File: config.mk
export PLATFORM = sky130hd
export DESIGN_NAME = bn1_scale_stage
export DESIGN_NICKNAME = d
export VERILOG_FILES = /design/src/rtl/bn_pkg.sv /design/src/rtl/bn_requant.sv /design/src/rtl/bn1_scale_stage.sv
export SDC_FILE = /design/constraint.sdc
export NUM_CORES = 1
export LEC_CHECK = 0
export ABC_AREA = 1
export CELL_PAD_IN_SITES_DETAIL_PLACEMENT = 1
export CELL_PAD_IN_SITES_GLOBAL_PLACEMENT = 2
export CORE_AREA = 2 2 231 165
export DETAILED_ROUTE_END_ITERATION = 8
export DIE_AREA = 0 0 233 167
export HOLD_SLACK_MARGIN = 0.1
export PLACE_DENSITY = 0.85
export SYNTH_ARGS = -nofsm -noshare
export SYNTH_HDL_FRONTEND = slang
export SYNTH_SLANG_ARGS = --single-unit
File: constraint.sdc
create_clock -name clk -period 13.9 [get_ports clk]
set_input_delay 2.78 -clock clk [delete_from_list [all_inputs] [get_ports clk]]
set_output_delay 2.78 -clock clk [all_outputs]
set_load 0.02 [all_outputs]
File: src/rtl/bn_pkg.sv
// Shared constants, channel index type and int8 saturation for the layer-1 batch-norm stage.
package bn_pkg;

  localparam int ACC_W_DEF = 24;
  localparam int SHIFT_DEF = 7;
  localparam int CH_W      = 6;
  localparam int SAT_W     = 64;

  localparam logic signed [7:0] INT8_MIN = -8'sd128;
  localparam logic signed [7:0] INT8_MAX = 8'sd127;

  typedef logic [CH_W-1:0] ch_t;

  // Callers sign-extend to SAT_W so any intermediate width up to 64 bits clamps exactly.
  function automatic logic signed [7:0] sat_s8(input logic signed [SAT_W-1:0] v);
    logic signed [7:0] res;
    if (v > 64'sd127) begin
      res = INT8_MAX;
    end else if (v < -64'sd128) begin
      res = INT8_MIN;
    end else begin
      res = v[7:0];
    end
    return res;
  endfunction

endpackage

File: src/rtl/bn_requant.sv
// Round-half-up shift, bias add and int8 saturation of one product.
// Optional ReLU clamp when BN1_RELU_EN is defined.
module bn_requant
  import bn_pkg::*;
#(
  parameter int ACC_W = ACC_W_DEF,
  parameter int SHIFT = SHIFT_DEF
) (
  input  logic signed [ACC_W+8:0] i_prod,
  input  logic signed [7:0]       i_bias,
  output logic signed [7:0]       o_act
);

  localparam int PROD_W = ACC_W + 9;
  localparam logic signed [PROD_W:0] HALF = {{PROD_W{1'b0}}, 1'b1} << (SHIFT - 1);

  logic signed [PROD_W:0]   w_prod_ext;
  logic signed [PROD_W:0]   w_rnd;
  logic signed [PROD_W:0]   w_shr;
  logic signed [PROD_W+1:0] w_sum;
  logic signed [SAT_W-1:0]  w_wide;
  logic signed [7:0]        w_sat;

  // One guard bit keeps the rounding add from wrapping at the most positive product.
  assign w_prod_ext = {i_prod[PROD_W-1], i_prod};
  assign w_rnd      = w_prod_ext + HALF;
  assign w_shr      = w_rnd >>> SHIFT;
  assign w_sum      = {w_shr[PROD_W], w_shr} + {{(PROD_W-6){i_bias[7]}}, i_bias};
  assign w_wide     = {{(SAT_W-PROD_W-2){w_sum[PROD_W+1]}}, w_sum};
  assign w_sat      = sat_s8(w_wide);

`ifdef BN1_RELU_EN
  assign o_act = w_sat[7] ? 8'sd0 : w_sat;
`else
  assign o_act = w_sat;
`endif

endmodule

File: src/rtl/bn1_scale_stage.sv
// Layer-1 batch-norm stage: channel counter drives the scale/bias ROM address, then a
// 3-register valid/ready pipeline (capture, multiply, requantise). ReLU via BN1_RELU_EN.
module bn1_scale_stage
  import bn_pkg::*;
#(
  parameter int NUM_CH = 32,
  parameter int ACC_W  = ACC_W_DEF,
  parameter int SHIFT  = SHIFT_DEF
) (
  input  logic                    clk,
  input  logic                    rst,
  input  logic                    in_valid,
  output logic                    in_ready,
  input  logic signed [ACC_W-1:0] in_data,
  input  logic                    in_first,
  output logic [5:0]              rom_addr,
  input  logic [7:0]              scale_data,
  input  logic signed [7:0]       bias_data,
  output logic                    out_valid,
  input  logic                    out_ready,
  output logic signed [7:0]       out_data,
  output logic [5:0]              out_ch
);

  localparam int PROD_W = ACC_W + 9;

  logic                     w_stall;
  logic                     w_accept;
  ch_t                      w_addr;
  logic signed [PROD_W-1:0] w_acc_ext;
  logic signed [PROD_W-1:0] w_scale_ext;
  logic signed [PROD_W-1:0] w_prod;
  logic signed [7:0]        w_act;

  ch_t                      r_ch_cnt;
  logic                     r_s1_valid;
  logic signed [ACC_W-1:0]  r_s1_acc;
  logic [7:0]               r_s1_scale;
  logic signed [7:0]        r_s1_bias;
  ch_t                      r_s1_ch;
  logic                     r_s2_valid;
  logic signed [PROD_W-1:0] r_s2_prod;
  logic signed [7:0]        r_s2_bias;
  ch_t                      r_s2_ch;

  assign w_stall  = out_valid & ~out_ready;
  assign in_ready = ~w_stall;
  assign w_accept = in_valid & in_ready;
  assign w_addr   = in_first ? '0 : r_ch_cnt;
  assign rom_addr = w_addr;

  always_ff @(posedge clk or posedge rst) begin
    if (rst) begin
      r_ch_cnt <= '0;
    end else if (w_accept) begin
      r_ch_cnt <= (w_addr == ch_t'(NUM_CH - 1)) ? '0 : w_addr + 6'd1;
    end
  end

  always_ff @(posedge clk or posedge rst) begin
    if (rst) begin
      r_s1_valid <= 1'b0;
      r_s1_acc   <= '0;
      r_s1_scale <= '0;
      r_s1_bias  <= '0;
      r_s1_ch    <= '0;
    end else if (!w_stall) begin
      r_s1_valid <= w_accept;
      if (w_accept) begin
        r_s1_acc   <= in_data;
        r_s1_scale <= scale_data;
        r_s1_bias  <= bias_data;
        r_s1_ch    <= w_addr;
      end
    end
  end

  // Scale is unsigned: zero-extend so 0x80..0xff are not read as negative.
  assign w_acc_ext   = {{9{r_s1_acc[ACC_W-1]}}, r_s1_acc};
  assign w_scale_ext = {{ACC_W{1'b0}}, 1'b0, r_s1_scale};
  assign w_prod      = w_acc_ext * w_scale_ext;

  always_ff @(posedge clk or posedge rst) begin
    if (rst) begin
      r_s2_valid <= 1'b0;
      r_s2_prod  <= '0;
      r_s2_bias  <= '0;
      r_s2_ch    <= '0;
    end else if (!w_stall) begin
      r_s2_valid <= r_s1_valid;
      r_s2_prod  <= w_prod;
      r_s2_bias  <= r_s1_bias;
      r_s2_ch    <= r_s1_ch;
    end
  end

  bn_requant #(
    .ACC_W (ACC_W),
    .SHIFT (SHIFT)
  ) u_requant (
    .i_prod (r_s2_prod),
    .i_bias (r_s2_bias),
    .o_act  (w_act)
  );

  always_ff @(posedge clk or posedge rst) begin
    if (rst) begin
      out_valid <= 1'b0;
      out_data  <= '0;
      out_ch    <= '0;
    end else if (!w_stall) begin
      out_valid <= r_s2_valid;
      if (r_s2_valid) begin
        out_data <= w_act;
        out_ch   <= r_s2_ch;
      end
    end
  end

endmodule

==> impl_metrics.toml <==
[outcome]
outcome = "complete, no violations"

[synth]
synth.distinct_cells = 42
synth_top_area_share = 0.212
synth-edff-count = 0
synth-seq-area-share = 0.195
syn_inst = 2071
synth_top_cell_by_area = "fa_1"
ys_ff_latch = 110
syn-mean-instance-area_um2 = 6.83
synth_area_um2 = 14100
syn-num-nets = 2358
synthArstFlopShare = 1.00
ys_warn_count = 0
synth_area_leaders = "fa_1 (21%), dfrtp_1 (19%), nand2_1 (19%)"
synthFlopType = "dfrtp_1"

[layout]
fin_nets = 2376
fin_util = 0.424
area_growth_pct = 9.96
multiInputGateArea_um2 = 9280
n_antenna_cell = 0
final_area_um2 = 15600
fin_cells = 2582
layout_commonest_cell = "nand2_1"
layout.area.seq_um2 = 2750
n_fill_cell = 4688
final_cell_mix = "nand2_1 (712), inv_1 (493), fa_1 (150)"
post_route_cells_drive_above_1_share = 0.0301

[critical_path]
crit_start = "out_ready"
r2r_setup_slack_ns = 8.27
critPathKind = "input port to output port"
cp.required_ns = 11.12
rr_worst_depth = 17
critPathMaxFanout = 32
cp-end-kind = "output port"
rr_startpoint = "r_s1_scale[2]"
critPathLaunchType = "input port"
crit_arrival_ns = 4.35

[clock_tree]
holdBufCountCts = 0
clk_pin_slew_ns = 0.09
cts.sinks = 110
cts_tree = "built"
root_buffer = "clkbuf_16"
clkLatencyLatePin_ns = 0.38
cts-resized-gates = 0
cts_buffer_depth = 2
cts_max_level = 3
cts_inserted_buffers = 9
cts_setup_buffers = 0

[grt]
track_usage = 0.226
overflow = 0
grt_max_degree = 61
grt_pass1_wl_mm = 70.0
antenna_found_initial = 0
grt_pass1_vias = 13500

[floorplanning]
die_h_um = 167
num_rows = 59
pin_count = 67
core_um2 = 36700
die_w_um = 233
initial_core_util = 0.386
design.die.area_um2 = 38900

[min_path]
hold_path.class = "flop to flop"
whs_path_depth = 2
hp-start = "r_s1_bias[3]"

[sta]
fin_tns_setup_ns = 0
min_period_ns = 7.13
fin_worst_skew_ns = 0.0136
slew_headroom = 0.285
fmax_mhz = 140
rsz0062_at_grt = "false"
slew_violations = 0
setup_viol = 0
tightest_slew_ns = 1.07
hold_viol = 0
finalCritPeriodShare = 0.513

[routing]
ant_nets = 0
wl_per_cell_um = 15.8
vias_per_cell = 4.81
firstDrtPassIters = 5
drc = 0
vias = 12400
wl_mm = 40.8
drt_iter0_drc = 587

[placed_design]
placed_cells = 2566
gp_congestion = 0.833
dp_hpwl_mm = 33.7
port_buffers = 66
dpl_cell_area_um2 = 15200

[run]
cap_violations = 0
final timing paths:
path	end
worst max-delay path	in_ready
worst min-delay path	r_s2_bias[3]
worst max register to register	r_s2_prod[27]
worst min register to register	r_s2_bias[3]
max in group asynchronous	r_s1_acc[11]
min in group asynchronous	out_ch[0]
flip-flops by register name, indices dropped and copies added, names as in the netlist:
name,cells
r_s1_scale,8
r_s1_ch,6
out_data,8
r_s2_prod,27
r_s1_acc,24
r_ch_cnt,6
r_s1_valid,1
r_s2_ch,6
r_s1_bias,8
r_s2_bias,8
out_ch,6
out_valid,1
r_s2_valid,1
worst max-delay path, cell delays in order:
cell	delay (ns)
clkdlybuf4s50_1	0.42
nor2_2	0.11
buf_4	0.32
clkinv_1	0.15
clkdlybuf4s50_1	0.56
cell usage after synthesis (4+ instances only):
cell type	instances
nand2_1	713
inv_1	495
fa_1	150
dfrtp_1	110
nor2_1	99
ha_1	92
nand3_1	69
clkbuf_1	64
a21oi_1	63
o21ai_0	57
xor2_1	32
nor3_1	16
nand4_1	14
nand3b_1	13
a31oi_1	11
or2_2	9
xnor2_1	9
nand2_2	7
nor2_2	7
nor3_2	4
cell type report:
cell class,count,area share
Clock buffer,9,0.0145
Clock inverter,7,0.00635
Inverter,497,0.120
Multi-Input combinational cell,1397,0.597
Sequential cell,110,0.177
Tap cell,488,0.0393
Timing Repair Buffer,74,0.0463
stage by stage:
step / setup WS [ns] / hold slack (ns)
floorplan: 7.50 / 0.442
global placement: 6.78 / 0.460
detailed placement: 6.76 / 0.463
CTS: 6.75 / 0.477
global route: 6.67 / 0.524
finish: 6.77 / 0.478
cell families (layout without fill, tap and decap cells):
| logic type | after synthesis | after routing | synth area share |
|---|---|---|---|
| flops | 110 | 110 | 0.195 |
| xor+xnor | 41 | 41 | 0.0254 |
| buf+inv | 564 | 587 | 0.150 |
| simple gates | 964 | 964 | 0.279 |
| compound gates | 150 | 150 | 0.0576 |
| fa+ha+maj | 242 | 242 | 0.294 |
layer usage:
metal | global-route usage | up-vias | wire, um
met1 | 0.335 | 6156 | 21200
met3 | 0.0330 | 18 | 1450
li1 | - | 6132 | -
met2 | 0.354 | 123 | 17900
met5 | 0 | - | 0
met4 | 0.0318 | 0 | 295
Power is not shown: default switching activity piles up to over one toggle a cycle in this logic, so the estimate is an artifact.
==> variant: new RTL, same settings <==
Reset style: synchronous (`rst`), changed in 4 clocked blocks.
--- a/src/rtl/bn1_scale_stage.sv
+++ b/src/rtl/bn1_scale_stage.sv
@@ -49,7 +49,7 @@
   assign w_addr   = in_first ? '0 : r_ch_cnt;
   assign rom_addr = w_addr;
 
-  always_ff @(posedge clk or posedge rst) begin
+  always_ff @(posedge clk) begin
     if (rst) begin
       r_ch_cnt <= '0;
     end else if (w_accept) begin
@@ -57,7 +57,7 @@
     end
   end
 
-  always_ff @(posedge clk or posedge rst) begin
+  always_ff @(posedge clk) begin
     if (rst) begin
       r_s1_valid <= 1'b0;
       r_s1_acc   <= '0;
@@ -80,7 +80,7 @@
   assign w_scale_ext = {{ACC_W{1'b0}}, 1'b0, r_s1_scale};
   assign w_prod      = w_acc_ext * w_scale_ext;
 
-  always_ff @(posedge clk or posedge rst) begin
+  always_ff @(posedge clk) begin
     if (rst) begin
       r_s2_valid <= 1'b0;
       r_s2_prod  <= '0;
@@ -103,7 +103,7 @@
     .o_act  (w_act)
   );
 
-  always_ff @(posedge clk or posedge rst) begin
+  always_ff @(posedge clk) begin
     if (rst) begin
       out_valid <= 1'b0;
       out_data  <= '0;
Behaviour: not the same (a bounded check fails within 4 cycles, from zero or initial values and one cycle with rst high; the reset may be asserted at any time).
==> variant against the unedited design <==
  * Critical path depth stayed put
  * Area after synthesis is 0.37% lower
  * Clock skew is 0.00072 ns lower
  * Core utilization is 0.27 points lower
  * Worst setup slack worse by 0.69 ns
  * Non-clock buffer count is 1 higher
  * Fmax is 8.9% lower
  * Sequential cell count stayed put
  * Design area is 0.63% lower
  * Largest cell class unchanged
  * Wire length is 0.16% lower
  * Highest routed layer unchanged
  * Global-route usage is 0.31 points lower
Power is left out: it rests on default switching activity, and per cell area and clock period it moved more than threefold.
==> variant: results (changes against the unedited design) <==
Critical path
  • Crit Reg-Reg Startpoint: r_s1_scale[1]
  • Capture point of the worst reg-to-reg path: r_s2_prod[25]
  • CP arrival: 5.04 ns (+0.69 ns)
  • R2R cell count: 18 (+1)
  • Critical-path maximum fanout: 55 (+72%)
  • Flop-to-flop setup slack: 8.09 ns (-0.18 ns)

Final layout
  • NumNets Final: 2435 (+2.5%)
  • Biggest regs: r_s2_prod x27, r_s1_acc x24
  • Antenna Cells: 0 (unchanged)
  • Layout cells sized above 1: 3.34% (+0.34 points)

Clock network
  • Register clock-pin slew on the reported worst setup and hold paths: 0.09 ns (about the same)
  • Clock latency on the worst-skew pair: 0.39 ns
  • H-tree Lvls: 3 (unchanged)
  • Post-CTS sizing: 0 (unchanged)
  • Root Buffer: clkbuf_16
  • CTS Buf Count: 9 (unchanged)
  • Setup repair bufs after CTS: 0 (unchanged)
  • Clk buf depth: 2 (unchanged)

Min path
  • Hold Path Class: register to register
  • Hold Crit Start: r_s1_ch[3]
  • Worst Hold End: r_s1_ch[3]
  • Hold-critical path depth: 2 (unchanged)

STA
  • Final worst setup slack: 6.08 ns (-0.693 ns)
  • Tightest Pin Transition: 1.17 ns (+0.0988 ns)
  • Worst Skew: 0.0128 ns (-0.000717 ns)
  • Hold_ws: 0.474 ns (-0.00383 ns)

Detailed routing
  • Antenna Violating Nets Remaining: 0 (unchanged)
  • Vias after detailed routing: 12.8k (+2.7%)
  • DRT iter0 DRCs: 620 (+5.6%)
  • DRT Pass-1 Iters: 5 (unchanged)
  • Wirelength per Cell: 15.4 µm (-2.4%)

Global routing
  • Total global-route track usage: 22.2% (-0.31 points)
  • Global-route wire length before repair: 69.6 mm (-0.46%)
  • Largest net degree at the start of global routing: 67 (+9.8%)
  • Vias in the first global route: 13.6k (+0.61%)
  • Initial antenna violation count: 0 (unchanged)

Place
  • Dpl hpwl: 34.3 mm (+1.7%)
  • Placement Setup Slack: 6.08 ns (-0.678 ns)
  • Port Buffers: 66 (unchanged)
  • Gpl congestion: 0.864 (+3.7%)

Yosys
  • Sequential-to-total area share from yosys stat: 15.6% (-3.8 points)
  • Ranking of synthesized cells by area: fa_1, dfxtp_1, nand2_1
  • Most frequent cells after synthesis: nand2_1, inv_1, nor2_1
  • Synth cell types: 49 (+17%)
  • Synth warn: 0 (unchanged)
  • Asr flop ratio synth: 0% (-100 points)
  • Post-synth top area cell: fa_1
  • Ys flop type: dfxtp_1

Flow run
  • Max-Cap Viols: 0 (unchanged)

Outcome
  • Status: finished, final reports clean
==> variant: area by class of cell <==
class                      count  area [µm²]
clock buffer                   9         225
clock inverter                 7        96.3
fill                        4828       21200
inverter                     511        1920
multi-input combinational   1441        9680
sequential                   110        2200
tap                          488         611
timing repair buffer          75         728
==> variant: per-stage QoR <==
stage / utilization [%] / instance area [µm²] / instances
5_1_grt: 42.1 / 15500 / 2641
2_1_floorplan: - / 14100 / 2141
3_3_place_gp: 41.3 / 15100 / 2625
4_1_cts: 42.1 / 15500 / 2641
3_5_place_dp: 41.3 / 15100 / 2625
6_report: 42.1 / 15500 / 2641
==> variant: critical path, stage by stage <==
cell,delay [ns]
clkdlybuf4s50_1,0.47
nor2_2,0.04
buf_4,0.23
inv_2,0.72
clkdlybuf4s50_1,0.77
==> variant: how the worst max path moves through the flow <==
stage | from | cells after the start | end
after floorplan | out_ready | 3 | in_ready
after global placement | out_ready | 5 | in_ready
after detailed placement | out_ready | 5 | in_ready
after CTS | out_ready | 5 | in_ready
after global routing | out_ready | 5 | in_ready
final | out_ready | 5 | in_ready
==> variant: layer usage <==
layer	up-vias	share of wire (%)	global-route usage, %
li1	6406	-	-
met3	18	3.4	2.72
met2	162	42	34.5
met4	0	0.51	2.60
met5	-	0	0
met1	6180	54	33.8
==> variant: kinds of logic after synthesis <==
group                    synth area share (%)
AO/OA/AOI/OAI                            9.44
AND/OR/NAND/NOR                          26.8
adder cells (fa/ha/maj)                  29.5
flip-flops                               15.6
XOR/XNOR                                 2.91
buffers and inverters                    15.7
